**src/rtl/rc5_sequencer.sv**
```systemverilog
// Request-driven controller for the RC5 core: runs key expansion, then serves
// one encrypt/decrypt request at a time and owns the engine starts and S_RAM select.
module rc5_sequencer #(
  parameter int W = 16,
  parameter int R = 12
) (
  input  logic         clk,
  input  logic         rst,
  input  logic         iReqValid,
  input  logic         iReqDecrypt,
  input  logic [W-1:0] iA,
  input  logic [W-1:0] iB,
  output logic         oReqReady,
  input  logic         iRekey,
  output logic         oExpanderRst,
  input  logic         iExpanderDone,
  output logic         oCipherStart,
  input  logic         iCipherDone,
  input  logic [W-1:0] iCipherA,
  input  logic [W-1:0] iCipherB,
  output logic         oDecipherStart,
  input  logic         iDecipherDone,
  input  logic [W-1:0] iDecipherA,
  input  logic [W-1:0] iDecipherB,
  output logic [W-1:0] oEngA,
  output logic [W-1:0] oEngB,
  output logic [1:0]   oSSel,
  output logic [W-1:0] oA,
  output logic [W-1:0] oB,
  output logic         oRespValid,
  output logic         oRespDecrypt,
  input  logic         iRespReady,
  output logic         oBusy,
  output logic [2:0]   dbg_state
);

  // Handshakes: a request transfers on a rising edge where iReqValid & oReqReady;
  // a response transfers where oRespValid & iRespReady. Both sides hold until then.

  if (R < 1) begin : g_bad_r
    $error("rc5_sequencer: R must be positive");
  end

  typedef enum logic [2:0] {
    KEY_RST  = 3'd0,
    KEY_WAIT = 3'd1,
    IDLE     = 3'd2,
    SETTLE   = 3'd3,
    RUN      = 3'd4,
    RESP     = 3'd5
  } state_t;

  localparam logic [1:0] SEL_EXP = 2'd0;
  localparam logic [1:0] SEL_CIP = 2'd1;
  localparam logic [1:0] SEL_DEC = 2'd2;

  state_t         state, state_n;
  logic           rekey_pending, rekey_pending_n;
  logic           mode, mode_n;
  logic [W-1:0]   eng_a_n, eng_b_n, a_n, b_n;
  logic [1:0]     ssel_n;
  logic           cstart_n, dstart_n, resp_valid_n, resp_dec_n;
  logic           ready_n, busy_n;

  assign oExpanderRst = rst | (state == KEY_RST);
  assign dbg_state    = state;

  always_comb begin
    state_n         = state;
    rekey_pending_n = rekey_pending | (iRekey & (state != IDLE));
    mode_n          = mode;
    eng_a_n         = oEngA;
    eng_b_n         = oEngB;
    ssel_n          = oSSel;
    cstart_n        = oCipherStart;
    dstart_n        = oDecipherStart;
    a_n             = oA;
    b_n             = oB;
    resp_valid_n    = oRespValid;
    resp_dec_n      = oRespDecrypt;
    case (state)
      KEY_RST: begin
        ssel_n   = SEL_EXP;
        cstart_n = 1'b0;
        dstart_n = 1'b0;
        state_n  = KEY_WAIT;
      end
      KEY_WAIT: if (iExpanderDone) state_n = IDLE;
      IDLE: begin
        // A rekey, new or deferred, wins over a request in the same cycle.
        if (iRekey || rekey_pending) begin
          state_n = KEY_RST;
        end else if (iReqValid) begin
          eng_a_n = iA;
          eng_b_n = iB;
          mode_n  = iReqDecrypt;
          ssel_n  = iReqDecrypt ? SEL_DEC : SEL_CIP;
          state_n = SETTLE;
        end
      end
      SETTLE: begin
        cstart_n = ~mode;
        dstart_n = mode;
        state_n  = RUN;
      end
      RUN: begin
        if ((!mode && iCipherDone) || (mode && iDecipherDone)) begin
          a_n          = mode ? iDecipherA : iCipherA;
          b_n          = mode ? iDecipherB : iCipherB;
          cstart_n     = 1'b0;
          dstart_n     = 1'b0;
          resp_valid_n = 1'b1;
          resp_dec_n   = mode;
          state_n      = RESP;
        end
      end
      RESP: begin
        if (iRespReady) begin
          resp_valid_n = 1'b0;
          state_n      = IDLE;
        end
      end
      default: state_n = KEY_RST;
    endcase
    if (state_n == KEY_RST) rekey_pending_n = 1'b0;
    ready_n = (state_n == IDLE) && !rekey_pending_n;
    busy_n  = (state_n != IDLE);
  end

  always_ff @(posedge clk) begin
    if (rst) begin
      state          <= KEY_RST;
      rekey_pending  <= 1'b0;
      mode           <= 1'b0;
      oEngA          <= '0;
      oEngB          <= '0;
      oSSel          <= SEL_EXP;
      oCipherStart   <= 1'b0;
      oDecipherStart <= 1'b0;
      oA             <= '0;
      oB             <= '0;
      oRespValid     <= 1'b0;
      oRespDecrypt   <= 1'b0;
      oReqReady      <= 1'b0;
      oBusy          <= 1'b0;
    end else begin
      state          <= state_n;
      rekey_pending  <= rekey_pending_n;
      mode           <= mode_n;
      oEngA          <= eng_a_n;
      oEngB          <= eng_b_n;
      oSSel          <= ssel_n;
      oCipherStart   <= cstart_n;
      oDecipherStart <= dstart_n;
      oA             <= a_n;
      oB             <= b_n;
      oRespValid     <= resp_valid_n;
      oRespDecrypt   <= resp_dec_n;
      oReqReady      <= ready_n;
      oBusy          <= busy_n;
    end
  end

endmodule

```
**config.mk**
```make
export PLATFORM = sky130hd
export DESIGN_NAME = rc5_sequencer
export DESIGN_NICKNAME = d
export VERILOG_FILES = /design/src/rtl/rc5_sequencer.sv
export SDC_FILE = /design/constraint.sdc
export NUM_CORES = 1
export LEC_CHECK = 0
export ABC_AREA = 1
export BUFFER_PORTS_ARGS = -buffer_cell sky130_fd_sc_hd__buf_2
export CORE_UTILIZATION = 43
export CTS_CLUSTER_SIZE = 25
export DETAILED_ROUTE_END_ITERATION = 12
export PLACE_DENSITY = 0.84
export SLEW_MARGIN = 40
export SYNTH_ARGS = -nofsm -noshare
export SYNTH_HDL_FRONTEND = slang
export SYNTH_SLANG_ARGS = --single-unit
export TNS_END_PERCENT = 30
```
**constraint.sdc**
```tcl
create_clock -name clk -period 1.76 [get_ports clk]
set_input_delay 0.352 -clock clk [delete_from_list [all_inputs] [get_ports clk]]
set_output_delay 0.352 -clock clk [all_outputs]
set_load 0.005 [all_outputs]
```
==> results_dict.tcl, run 1 <==
set metrics [dict create \
    detail_route.drc_violations 0 \
    dr.pass1.iters 4 \
    synth_area_um2 3090 \
    first_global_vias 2926 \
    postCtsHoldBufs 0 \
    tritoncts "yes" \
    drtIter0Drc 158 \
    min_period_over_period_pct 91.0 \
    std_cell_rows 30 \
    drive_above_1_share_pct 37.2 \
    die_area_um2 7540 \
    p_sw_share_pct 22.8 \
    syn_avg_cell_area_um2 7.51 \
    core_area_um2 6870 \
    rsz0062_at_grt "false" \
    slew_headroom_pct 64.9 \
    worstPathRequired_ns 1.41 \
    antenna_found_initial 0 \
    cts_num_sinks 77 \
    clockBufferDepth 2 \
    cts-root-buf "clkbuf_8" \
    finalSetupTns_ns 0 \
    final_cell_mix "buf_2 (180), nand2_1 (92), nor2_1 (75), dfxtp_1 (75), o21ai_0 (44)" \
    fmax_mhz 624 \
    critPathArrivalTime_ns 1.25 \
    grt_usage_pct 22.0 \
    final_common_cell "buf_2" \
    synth_nets 517 \
    grt_start_max_net_pins 65 \
    worst_slew_pin_slew_ns 0.526 \
    yosysTopAreaCell "dfxtp_1" \
    p_leak_nw 2.16 \
    min_period_ns 1.60 \
    yosysSeqAreaShare_pct 49.8 \
    r2r_start "dbg_state[2]" \
    start_util_pct 45.0 \
    gp_congestion 0.891 \
    p_switching_mw 0.867 \
    clk_latency_ns 0.33 \
    pin_count 181 \
    drt-total-wl_um 8650 \
    grt_first_pass_wirelength_um 12800 \
    power_density_nw_per_um2 888 \
    cp-end-kind "primary output" \
    io_buffers 180 \
    r2r_end "oB[6]" \
    drv_cap 0 \
    ys_top_cells_by_area "dfxtp_1 (50%), nand2_1 (11%), nor2_1 (9.2%)" \
    hold_path.class "input pin to flip-flop" \
    post_cts_buffers 0 \
    cts_buffers 9 \
    startpoint "dbg_state[0]" \
    routed-via-count 3326 \
    rr_worst_depth 7 \
    slew_viol_final 0 \
    hold_violations 0 \
    yosys.area.top_type_share_pct 49.8 \
    pwr-share-seq_pct 47.5 \
    antennaDiodeCount 0 \
    crit_end "oExpanderRst" \
    dp_hpwl_um 6340 \
    h-tree-depth 3 \
    synth_cells 412 \
    die_w_um 86.8 \
    synthToLayoutAreaGrowth_pct 38.4 \
    via_per_inst 4.88 \
    ant_nets 0 \
    total_power_mw 3.80 \
    clk_pin_slew_ns 0.08 \
    grt_overflow_total 0 \
    peakVddDrop_v 0.000418 \
    crit_fanout 6 \
    ys_seq_elements 77 \
    nNetsFinal 686 \
    die_y_um 86.8 \
    status "finished clean" \
    reg2reg_slack_ns 0.23 \
    p_int_mw 2.94 \
    crit_type "flip-flop to primary output" \
    fin_skew_ns 0.00820 \
    synth_cell_types 21 \
    setup_viol 0 \
    combPwrFrac_pct 10.1 \
    clockPowerShare_pct 42.3 \
    wl_per_cell_um 12.7 \
    crit_path_start_kind "flip-flop" \
    cts-resized-gates 1 \
    ys_warn_count 0 \
]
## registers in the layout, summed over array words and instances (netlist names)
register and flops:
oEngB 16, oEngA 16, oRespValid 1, oBusy 1, oCipherStart 1, oB 16
oRespDecrypt 1, rekey_pending 1, oReqReady 1, oDecipherStart 1, dbg_state 3, oA 16
mode 1, oSSel 2
## cell type report
class	instances	area, µm²
Multi-Input combinational cell	292	1340
Clock buffer	10	138
Fill cell	594	2590
Inverter	15	56.3
Sequential cell	77	1540
Tap cell	96	120
Clock inverter	6	110
Timing Repair Buffer	186	971
## cells by family after synthesis
logic type,after synthesis,synth area share (%)
AND/OR/NAND/NOR,185,24.2
AO/OA/AOI/OAI,107,18.9
flip-flops,77,49.8
buffers and inverters,43,7.04
## metal layers
metal | up-vias | global-route usage (%) | part of all wire, %
met5 | - | 0 | 0
met4 | 0 | 8.94 | 1.1
met3 | 9 | 4.76 | 7.1
met2 | 153 | 38.7 | 49
met1 | 1469 | 25.8 | 42
li1 | 1695 | - | -
## cells in the mapped netlist
library cell / count
a21oi_1: 7
a21oi_2: 1
a31oi_1: 33
buf_4: 7
buf_6: 4
clkbuf_1: 17
dfxtp_1: 77
inv_1: 11
inv_2: 4
nand2_1: 92
nand2_2: 1
nand3_1: 7
nand4_1: 2
nand4_4: 1
nor2_1: 76
nor2_2: 4
nor2_4: 1
o211a_1: 1
o21ai_0: 44
o21ai_1: 21
or2_2: 1
## critical path, cell delays in order (launching register included)
cell and delay [ns]:
dfxtp_1 0.49, nor2_4 0.08, nand2_1 0.16, nand2_1 0.06, buf_2 0.13
## per-stage QoR
stage / cell area (µm²) / instances / utilization [%] / hold slack [ns] / setup WS (ns)
after detailed placement: 4020 / 666 / 58.6 / 0.458 / 0.119
after CTS: 4270 / 682 / 62.2 / 0.245 / 0.0457
final: 4280 / 682 / 62.3 / 0.263 / 0.158
after global routing: 4280 / 682 / 62.3 / 0.264 / 0.0694
after global placement: 4020 / 666 / 58.6 / 0.447 / 0.282
after floorplan: 3090 / 412 / - / 0.455 / 0.433
## worst min path at each step
stage	start	end	slack, ns	cells after the start
5_1_grt	iCipherB[3]	oB[3]	0.26	3
3_5_place_dp	oRespDecrypt	oRespDecrypt	0.46	2
4_1_cts	iA[4]	oEngA[4]	0.25	3
2_1_floorplan	oCipherStart	oCipherStart	0.46	2
6_report	iA[4]	oEngA[4]	0.26	3
3_3_place_gp	oCipherStart	oCipherStart	0.45	2
## power groups by stage
stage / logic, mW / registers [mW] / clock network, mW
global route: 0.431 / 1.81 / 1.72
finish: 0.385 / 1.81 / 1.61
floorplan: 0.186 / 1.84 / 0
CTS: 0.382 / 1.80 / 1.65
detailed placement: 0.380 / 1.85 / 0
global placement: 0.373 / 1.84 / 0
Note: power is estimated with default switching activity, not from simulation.
==> run 2: changes to the inputs <==
--- a/config.mk
+++ b/config.mk
@@ -10,7 +10,7 @@
 export CORE_UTILIZATION = 43
 export CTS_CLUSTER_SIZE = 25
 export DETAILED_ROUTE_END_ITERATION = 12
-export PLACE_DENSITY = 0.84
+export PLACE_DENSITY = 0.81
 export SLEW_MARGIN = 40
 export SYNTH_ARGS = -nofsm -noshare
 export SYNTH_HDL_FRONTEND = slang
==> run 2 against run 1 <==
Final area fell by 0.76%. Sequential share of layout area increased by 0.28 points. Fmax is 1.0% lower. Die area stayed put. Via count shrank 0.27%. Global-route usage increased by 0.28 points. Power is 7.5% lower. Largest cell class unchanged.
==> results_dict.tcl, run 2 (synthesis results as in run 1) <==
set metrics [dict create \
    status "finished clean" \
    synthToLayoutAreaGrowth_pct 37.3 \
    worst_slew_pin_slew_ns 0.457 \
    postCtsHoldBufs 0 \
    finalSetupTns_ns 0 \
    cts_buffers 9 \
    core_area_um2 6870 \
    final_cell_mix "buf_2 (180), nand2_1 (92), nor2_1 (75), dfxtp_1 (75), o21ai_0 (44)" \
    antenna_found_initial 0 \
    clk_pin_slew_ns 0.09 \
    r2r_end "oB[1]" \
    drtIter0Drc 118 \
    peakVddDrop_v 0.000530 \
    clk_latency_ns 0.33 \
    finalNonFillerCells 684 \
    power_density_nw_per_um2 828 \
    critPathArrivalTime_ns 1.27 \
    antennaDiodeCount 0 \
    total_power_mw 3.52 \
    slew_headroom_pct 69.6 \
    nNetsFinal 688 \
    ant_nets 0 \
    finish.instance_area_um2 4250 \
    rr_worst_depth 7 \
    drt-total-wl_um 8430 \
    post_cts_buffers 0 \
    via_per_inst 4.85 \
    reg2reg_slack_ns 0.27 \
    grt_start_max_net_pins 66 \
    min_period_over_period_pct 92.0 \
    start_util_pct 45.0 \
    wl_per_cell_um 12.3 \
    die_area_um2 7540 \
    dp.cells 668 \
    die_w_um 86.8 \
    cts_num_sinks 77 \
    r2r_start "dbg_state[2]" \
    gp_congestion 0.814 \
    grt_overflow_total 0 \
    placement.cell_area_um2 4040 \
    first_global_vias 2900 \
    min_period_ns 1.62 \
    startpoint "dbg_state[0]" \
    cp-end-kind "primary output" \
    cts-resized-gates 1 \
    p_leak_nw 2.14 \
    setup_ws_ns 0.141 \
    hp-start "iA[0]" \
    grt_first_pass_wirelength_um 13200 \
    fin_skew_ns 0.0104 \
    grt_usage_pct 22.2 \
    dp_hpwl_um 6070 \
    detail_route.drc_violations 0 \
    whs_path_depth 3 \
    rsz0062_at_grt "false" \
    pin_count 181 \
    worstPathRequired_ns 1.41 \
    tritoncts "yes" \
    holdWs_ns 0.269 \
    fmax_mhz 618 \
    h-tree-depth 3 \
    hold_path.class "input pin to flip-flop" \
    crit_fanout 6 \
    final_common_cell "buf_2" \
    routed-via-count 3317 \
    fin_util_pct 61.8 \
    pre_cts_ws_ns 0.202 \
    hold_violations 0 \
    drive_above_1_share_pct 37.4 \
    clockBufferDepth 2 \
    die_y_um 86.8 \
    slew_viol_final 0 \
    io_buffers 180 \
    dr.pass1.iters 4 \
    drv_cap 0 \
    std_cell_rows 30 \
    crit_type "flip-flop to primary output" \
    cts-root-buf "clkbuf_8" \
    setup_viol 0 \
    whs_endpoint "oEngA[0]" \
    crit_path_start_kind "flip-flop" \
]
run 2: cell count changes in the layout (fill, tap and decap cells not counted), sizes merged:
cell,before,now
bufinv,3,1
buf,186,188
clkinv,2,3
clkinvlp,2,3
run 2: layout make-up:
type                            count  area, µm²
Sequential cell                    77       1540
Clock buffer                       10        138
Inverter                           15       56.3
Multi-Input combinational cell    292       1340
Timing Repair Buffer              188        986
Fill cell                         658       2620
Clock inverter                      6       62.6
Tap cell                           96        120
run 2: report_power, final:
part / internal (mW) / switching, mW / total [mW]
Sequential: 1.78 / 0.0263 / 1.80
Clock: 0.689 / 0.643 / 1.33
Combinational: 0.178 / 0.204 / 0.381
Total: 2.64 / 0.873 / 3.52
run 2: per-layer routing:
metal / GRT usage [%] / vias to the layer above / routed length, µm
li1: - / 1698 / -
met1: 27.1 / 1462 / 3560
met2: 38.8 / 151 / 4110
met3: 5.24 / 6 / 701
met4: 6.82 / 0 / 57
met5: 0 / - / 0
run 2: worst max path at each step:
stage,endpoint,cells past startpoint,slack (ns)
after global routing,oExpanderRst,4,0.07
after global placement,oEngA[10],6,0.26
final,oExpanderRst,4,0.14
after detailed placement,oEngA[13],6,0.20
after floorplan,oExpanderRst,4,0.43
after CTS,oExpanderRst,4,0.01
run 2: critical path, stage by stage, from the launching register on:
cell	delay [ns]
dfxtp_1	0.46
nor2_4	0.07
nand2_1	0.17
nand2_1	0.09
buf_2	0.14
